## src/rtl/pc_pkg.sv

```systemverilog
`default_nettype none
// ============================================================================
//  Module      : pc_pkg
//  Description : Shared constants and types for the fetch-stage program
//                counter generator (pc_gen) and its return-address stack.
//                - c_reset_vec / c_exc_vec / c_step : default vectors and step
//                - c_ras_depth                      : default RAS depth
//                - pc_sel_e                         : next-PC source select
//  Revision    : 1.0 - initial release
// ============================================================================
package pc_pkg;

    localparam logic [31:0] c_reset_vec = 32'h0000_0000;
    localparam logic [31:0] c_exc_vec   = 32'h0000_0080;
    localparam int unsigned c_step      = 4;
    localparam int unsigned c_ras_depth = 4;

    // Next-PC source, listed from lowest to highest priority.
    typedef enum logic [2:0] {
        SEL_HOLD  = 3'd0,
        SEL_SEQ   = 3'd1,
        SEL_RAS   = 3'd2,
        SEL_REDIR = 3'd3,
        SEL_EXC   = 3'd4
    } pc_sel_e;

endpackage : pc_pkg
`default_nettype wire

```

## src/rtl/pc_ras.sv

```systemverilog
`default_nettype none
// ============================================================================
//  Module      : pc_ras
//  Description : Circular return-address stack. Push writes at the pointer
//                and advances it; pop retreats it. When full, a push
//                overwrites the oldest entry and the count saturates.
//                Push and pop together replace the top entry in place.
//                State updates on the falling edge of clk.
//  Ports       : clk, rst        - clock (falling edge), async high reset
//                push, push_data - push request and the address to push
//                pop             - pop request (ignored while empty)
//                top             - current top-of-stack entry
//                count           - number of valid entries (0..DEPTH)
//  Revision    : 1.0 - initial release
// ============================================================================
module pc_ras
    import pc_pkg::*;
#(
    parameter int unsigned WIDTH = 32,
    parameter int unsigned DEPTH = c_ras_depth
) (
    input  logic                       clk,
    input  logic                       rst,
    input  logic                       push,
    input  logic                       pop,
    input  logic [WIDTH-1:0]           push_data,
    output logic [WIDTH-1:0]           top,
    output logic [$clog2(DEPTH):0]     count
);

    localparam int unsigned PW = $clog2(DEPTH);
    localparam int unsigned CW = PW + 1;
    localparam logic [CW-1:0] c_full = CW'(DEPTH);

    logic [WIDTH-1:0] r_mem [DEPTH];
    logic [PW-1:0]    r_ptr;      // next free slot
    logic [CW-1:0]    r_count;
    logic [PW-1:0]    w_top_idx;
    logic             w_do_pop;

    assign w_top_idx = r_ptr - PW'(1);
    assign w_do_pop  = pop && (r_count != '0);
    assign top       = r_mem[w_top_idx];
    assign count     = r_count;

    // Storage carries no reset; its contents are meaningless while count is 0.
    // A simultaneous pop+push lands on the current top slot instead of the
    // free slot, which is what makes the pair behave as "replace top".
    always_ff @(negedge clk) begin
        if (push) begin
            r_mem[w_do_pop ? w_top_idx : r_ptr] <= push_data;
        end
    end

    always_ff @(negedge clk or posedge rst) begin
        if (rst) begin
            r_ptr   <= '0;
            r_count <= '0;
        end else if (push && !w_do_pop) begin
            r_ptr <= r_ptr + PW'(1);   // wraps modulo DEPTH (power of two)
            if (r_count != c_full) begin
                r_count <= r_count + CW'(1);
            end
        end else if (w_do_pop && !push) begin
            r_ptr   <= w_top_idx;
            r_count <= r_count - CW'(1);
        end
    end

endmodule : pc_ras
`default_nettype wire

```

## src/rtl/pc_gen.sv

```systemverilog
`default_nettype none
// ============================================================================
//  Module      : pc_gen
//  Description : Fetch-stage program counter generator. Next PC is chosen
//                by priority: exception, redirect, RAS return prediction,
//                sequential step, hold (cache miss). State updates on the
//                falling edge of clk; rst is asynchronous active-high.
//                Build option: define PC_RAS_EN to include the return-
//                address stack; without it ras_count and ret_miss read 0,
//                call is ignored and ret is a plain sequential advance.
//  Ports       : clk, rst                   - clock, async reset
//                hit                        - fetch accepted
//                exception                  - trap, loads EXC_VEC
//                redirect_valid/_target     - resolved redirect
//                call, ret                  - fetched insn is call/return
//                pc, pc_plus                - fetch PC and pc + STEP
//                ras_count                  - valid RAS entries
//                ret_miss                   - return taken with empty RAS
//  Revision    : 1.0 - initial release
// ============================================================================
module pc_gen
    import pc_pkg::*;
#(
    parameter int unsigned      WIDTH     = 32,
    parameter logic [WIDTH-1:0] RESET_VEC = WIDTH'(c_reset_vec),
    parameter logic [WIDTH-1:0] EXC_VEC   = WIDTH'(c_exc_vec),
    parameter int unsigned      STEP      = c_step,
    parameter int unsigned      RAS_DEPTH = c_ras_depth
) (
    input  logic                          clk,
    input  logic                          rst,
    input  logic                          hit,
    input  logic                          exception,
    input  logic                          redirect_valid,
    input  logic [WIDTH-1:0]              redirect_target,
    input  logic                          call,
    input  logic                          ret,
    output logic [WIDTH-1:0]              pc,
    output logic [WIDTH-1:0]              pc_plus,
    output logic [$clog2(RAS_DEPTH):0]    ras_count,
    output logic                          ret_miss
);

    localparam int unsigned CW = $clog2(RAS_DEPTH) + 1;

    logic [WIDTH-1:0] r_pc;
    logic [WIDTH-1:0] w_pc_plus;
    logic [WIDTH-1:0] w_pc_next;
    pc_sel_e          w_sel;

    // Modulo 2^WIDTH by construction; wrap-around raises no flag.
    assign w_pc_plus = r_pc + WIDTH'(STEP);
    assign pc        = r_pc;
    assign pc_plus   = w_pc_plus;

`ifdef PC_RAS_EN
    logic             w_push;
    logic             w_pop;
    logic             w_miss;
    logic [WIDTH-1:0] w_ras_top;
    logic [CW-1:0]    w_ras_count;
    logic             r_ret_miss;

    pc_ras #(
        .WIDTH (WIDTH),
        .DEPTH (RAS_DEPTH)
    ) u_ras (
        .clk       (clk),
        .rst       (rst),
        .push      (w_push),
        .pop       (w_pop),
        .push_data (w_pc_plus),
        .top       (w_ras_top),
        .count     (w_ras_count)
    );

    assign ras_count = w_ras_count;
    assign ret_miss  = r_ret_miss;
`else
    logic w_unused_ras;

    assign w_unused_ras = call | ret;
    assign ras_count    = '0;
    assign ret_miss     = 1'b0;
`endif

    // Source selection. Exception and redirect override the cache-miss
    // stall and suppress any call/ret side effects on the stack.
    always_comb begin
        w_sel  = SEL_HOLD;
`ifdef PC_RAS_EN
        w_push = 1'b0;
        w_pop  = 1'b0;
        w_miss = 1'b0;
`endif
        if (exception) begin
            w_sel = SEL_EXC;
        end else if (redirect_valid) begin
            w_sel = SEL_REDIR;
        end else if (hit) begin
            w_sel = SEL_SEQ;
`ifdef PC_RAS_EN
            // A call in the same cycle as a return still pushes; the stack
            // turns pop+push into a top replacement, or a plain push when
            // the return found it empty.
            w_push = call;
            if (ret) begin
                if (w_ras_count != '0) begin
                    w_sel = SEL_RAS;
                    w_pop = 1'b1;
                end else begin
                    w_miss = 1'b1;
                end
            end
`endif
        end
    end

    always_comb begin
        w_pc_next = r_pc;
        case (w_sel)
            SEL_EXC:   w_pc_next = EXC_VEC;
            SEL_REDIR: w_pc_next = redirect_target;
`ifdef PC_RAS_EN
            SEL_RAS:   w_pc_next = w_ras_top;
`endif
            SEL_SEQ:   w_pc_next = w_pc_plus;
            default:   w_pc_next = r_pc;
        endcase
    end

    always_ff @(negedge clk or posedge rst) begin
        if (rst) begin
            r_pc <= RESET_VEC;
        end else begin
            r_pc <= w_pc_next;
        end
    end

`ifdef PC_RAS_EN
    // Registered pulse: follows the select decision each edge, so it is
    // high for exactly one cycle after a return that found the stack empty.
    always_ff @(negedge clk or posedge rst) begin
        if (rst) begin
            r_ret_miss <= 1'b0;
        end else begin
            r_ret_miss <= w_miss;
        end
    end
`endif

endmodule : pc_gen
`default_nettype wire

```

## config.mk

```make
export PLATFORM = sky130hd
export DESIGN_NAME = pc_gen
export DESIGN_NICKNAME = d
export VERILOG_FILES = /design/src/rtl/pc_pkg.sv /design/src/rtl/pc_ras.sv /design/src/rtl/pc_gen.sv
export SDC_FILE = /design/constraint.sdc
export NUM_CORES = 1
export LEC_CHECK = 0
export ABC_AREA = 0
export CAP_MARGIN = 15
export CORE_ASPECT_RATIO = 0.7
export CORE_MARGIN = 2
export CORE_UTILIZATION = 48
export DETAILED_ROUTE_END_ITERATION = 16
export PLACE_DENSITY = 0.88
export RECOVER_POWER = 50
export SYNTH_ARGS = -nofsm -noshare
export SYNTH_HDL_FRONTEND = slang
export SYNTH_SLANG_ARGS = --single-unit
export TNS_END_PERCENT = 1
```

## constraint.sdc

```tcl
create_clock -name clk -period 5.4 [get_ports clk]
set_clock_uncertainty 0.15 [all_clocks]
set_input_delay 0.54 -clock clk [delete_from_list [all_inputs] [get_ports clk]]
set_output_delay 0.54 -clock clk [all_outputs]
set_load 0.05 [all_outputs]
```

**Word-level counts from Yosys, hierarchy flattened**

Cells that the tools add are included.

- Bits in registers: 32
- Bits of input ports: 39
- Logic and storage cells: 10

- Add/sub/neg operators: 1
- Equality and inequality tests: 3
- Multiplexer cells: 4
- Reduce and logical (&&, ||, !) cells: 1

Operators by type and width:

| operator | number |
|---|---|
| 32-bit one-hot mux with 3 select lines | 1 |
| 32-bit by 3-bit adder with 32-bit output (second input constant) | 1 |
| 3-bit by 1-bit equality test with 1-bit output (second input constant) | 1 |
| 3-bit by 2-bit equality test with 1-bit output (second input constant) | 1 |
| 3-bit equality test (second input constant) | 1 |
| 3-bit 2-to-1 mux | 1 |
| 3-bit nonzero test | 1 |
| 2-bit 2-to-1 mux | 1 |
| 1-bit 2-to-1 mux | 1 |

**Logic depth before layout (Yosys ltp)**

- Depth after elaboration: 5
- Mapped depth: 7

==> reports/qor.csv <==
stage;metric;value;unit
die;die_w;93.2;um
power_and_ir_drop;peakVddDrop;149;uV
outcome;failed_checks;setup timing;
hold_path;hold_path.class;reg -> reg;
die;ios;107;
clock_network;cts_tree;yes;
yosys;synth_top_cell_area_share;29.9;%
grt;grtUsageTotal;38.5;%
grt;grt_max_degree;33;
routing;drt_pre_antenna_iters;5;
sta;tightestPinTransition;1020;ps
power_and_ir_drop;combPwrFrac;45.9;%
placement;gp_congestion;0.902;
critical_path;r2r_setup_slack;2830;ps
yosys;synth.area.top_cells;dfrtn_1 30%, xnor2_1 8.8%, nor2_1 4.5%;
yosys;yosys_warnings;0;
yosys;synth.mux.area_fraction;1.50;%
sta;rsz0062_at_grt;true;
yosys;synth_compound_area_share;14.6;%
clock_network;clk_pin_slew;50;ps
yosys;async_flop_share;100;%
clock_network;cts.sinks;32;
routing;avgViaCountPerCell;6.80;
yosys;ys_types;51;
grt;grt_pass1_vias;3513;
routing;drt-total-wl;12.9;mm
clock_network;clk_path_buf_depth;2;
yosys;ys_seq_area_share;29.9;%
hold_path;hold_path_startpoint;pc[0]$_DFFE_NP0P_;
sta;setup_viol;19;
power_and_ir_drop;p_seq_share;31.5;%
yosys;yosys.area.top_type;dfrtn_1;
critical_path;r2r_start;pc[14]$_DFFE_NP0P_;
final_layout;largest_reg_flops;32;
yosys;synth-edff-count;0;
routing;drc_errors;0;
critical_path;crit_path_end_kind;output pin;
final_layout;antenna_cells;0;
routing;dr_total_vias;3616;
die;start_util;50.4;%
power_and_ir_drop;internal_power;0.000529;W
placement;hpwl;7.58;mm
grt;grt.overflow.total;0;
die;core;0.00531;mm^2
yosys;synth_top_family_by_area;simple AND/OR/NAND/NOR gates;
sta;setup_ws;-228;ps
clock_network;insertion_delay;300;ps
yosys;yosys.area_share.simple;29.8;%
hold_path;min_path_cells;2;
critical_path;r2r_cells;5;
yosys;synth_seq_cells;32;
clock_network;cts_hold_buf;0;
clock_network;cts_buffers;5;
final_layout;drive_gt1_share;32.0;%
critical_path;arrival;4940;ps
yosys;synth_area_per_cell;8.28;um^2
routing;first_iter_violations;505;
power_and_ir_drop;p_sw_share;40.9;%
critical_path;crit_fanout;9;
placement;placed_area;0.00454;mm^2
final_layout;postLayoutCoreUtil;91.3;%
yosys;synthAdderAreaFrac;0.468;%
critical_path;critPathLaunchType;register;
clock_network;cts_root_buf;clkbuf_8;
yosys;synth_xor_xnor_area_share;12.4;%
placement;numPortBuffers;100;
power_and_ir_drop;leakagePower;2.03;nW
power_and_ir_drop;p_switching;0.000366;W
sta;maxSlewViolCount;0;
grt;antenna_found_initial;0;
outcome;status;finished, violations left;
yosys;netlist_instances;323;
die;die_height;66.5;um
power_and_ir_drop;pwr-share-clk;22.6;%
routing;drtAntennaViolNets;0;
flow_run;drv_cap;0;
critical_path;required;4710;ps
die;num_rows;22;
hold_path;holdPathEnd;pc[0]$_DFFE_NP0P_;
sta;hold_violations;0;
grt;grt_pass1_wl;18.3;mm
routing;wire_per_inst;24.2;um
final_layout;syn_to_final_growth;81.3;%
sta;slew_headroom;31.7;%
die;dieArea;0.00620;mm^2
final_layout;final_area;0.00485;mm^2
power_and_ir_drop;power.density;184;mW/mm^2
yosys;synth_area;0.00268;mm^2
final_layout;nets;499;
yosys;synth_common_cells;32 x dfrtn_1, 32 x nor2_1, 27 x xnor2_1, 23 x nand3_1, 18 x nand2_1;
critical_path;path_class;reg -> out;
critical_path;worst_r2r_endpoint;pc[25]$_DFFE_NP0P_;
yosys;synth_flop_cell;dfrtn_1;
clock_network;htreeDepth;2;
==> layer usage <==
layer / vias up / global-route usage, % / part of all wire (%)
met1: 1692 / 47.8 / 36
met4: 0 / 19.3 / 5.9
li1: 1451 / - / -
met3: 99 / 10.4 / 12
met5: - / 0 / 0
met2: 374 / 62.1 / 46
==> layout by cell type, fill, tap and decap left out, types with 4 or more instances in the layout <==
| cell | count |
|---|---|
| xnor2_2 | 8 |
| or4_1 | 4 |
| inv_1 | 16 |
| nor2_1 | 30 |
| dfrtn_1 | 32 |
| a211oi_1 | 11 |
| xnor2_1 | 6 |
| xor2_1 | 7 |
| nand3_2 | 7 |
| nor4_1 | 5 |
| and4_1 | 7 |
| xnor2_4 | 13 |
| clkdlybuf4s50_1 | 69 |
| a21oi_1 | 6 |
| buf_4 | 57 |
| and3_1 | 8 |
| a2111oi_0 | 5 |
| a311oi_1 | 9 |
| conb_1 | 4 |
| o21ai_0 | 5 |
| nand4_1 | 14 |
| buf_12 | 26 |
| clkbuf_8 | 6 |
| nor4_4 | 4 |
| nand2_1 | 18 |
| mux2i_1 | 4 |
| nand3_1 | 15 |
| clkbuf_1 | 5 |
==> layout make-up <==
type	instances	area [um^2]
clock buffer	6	82.6
tap	72	90.1
sequential	32	801
fill	185	463
inverter	16	60.1
clock inverter	2	10.0
multi-input combinational	241	2100
timing repair buffer	163	1710
==> worst max path at each step <==
stage | start | to | cells after the start
floorplan | pc[2]$_DFFE_NP0P_ | pc_plus[16] | 7
global placement | pc[10]$_DFFE_NP0P_ | pc_plus[22] | 6
detailed placement | pc[10]$_DFFE_NP0P_ | pc_plus[22] | 6
CTS | pc[3]$_DFFE_NP0P_ | pc_plus[28] | 7
global route | pc[3]$_DFFE_NP0P_ | pc_plus[28] | 7
finish | pc[9]$_DFFE_NP0P_ | pc_plus[23] | 6
==> metrics by stage <==
stage / std cells / TNS, ps / total power [W] / setup WS [ps] / hold WS (ps)
floorplan: 326 / -3490 / 0.000512 / -248 / 664
global placement: 508 / 0 / 0.000664 / 144 / 336
detailed placement: 508 / 0 / 0.000673 / 79.7 / 368
CTS: 522 / -355 / 0.000879 / -62.1 / 368
global route: 532 / -2110 / 0.000912 / -267 / 412
finish: 532 / -1590 / 0.000894 / -228 / 368
==> power by group through the flow <==
| stage | sequential (W) | combinational (W) | clock [W] |
|---|---|---|---|
| floorplan | 0.000342 | 0.000170 | 0 |
| global placement | 0.000281 | 0.000383 | 0 |
| detailed placement | 0.000282 | 0.000391 | 0 |
| CTS | 0.000278 | 0.000400 | 0.000200 |
| global route | 0.000282 | 0.000423 | 0.000207 |
| finish | 0.000281 | 0.000411 | 0.000202 |
==> critical path, cell delays in order, from the launching register on <==
cell,delay (ps)
dfrtn_1,530
nand3_4,210
nor4_4,280
buf_4,200
nand4_1,260
xnor2_4,290
buf_12,160
==> cell families (layout without fill, tap and decap cells) <==
logic type,after synthesis,after routing
adder cells (fa/ha/maj),1,1
AO/OA/AOI/OAI,52,52
multiplexers,4,4
flip-flops,32,32
other,1,4
XOR/XNOR,38,38
buffers and inverters,53,187
AND/OR/NAND/NOR,142,142
==> what timing repair did <==
action / 4_1_cts / 5_1_grt
pin swaps: 7 / 8
gates resized for setup: 12 / 12
setup endpoints to repair: 18 / 19
buffers inserted: 6 / 10
Power figures use the tool's default switching activity.
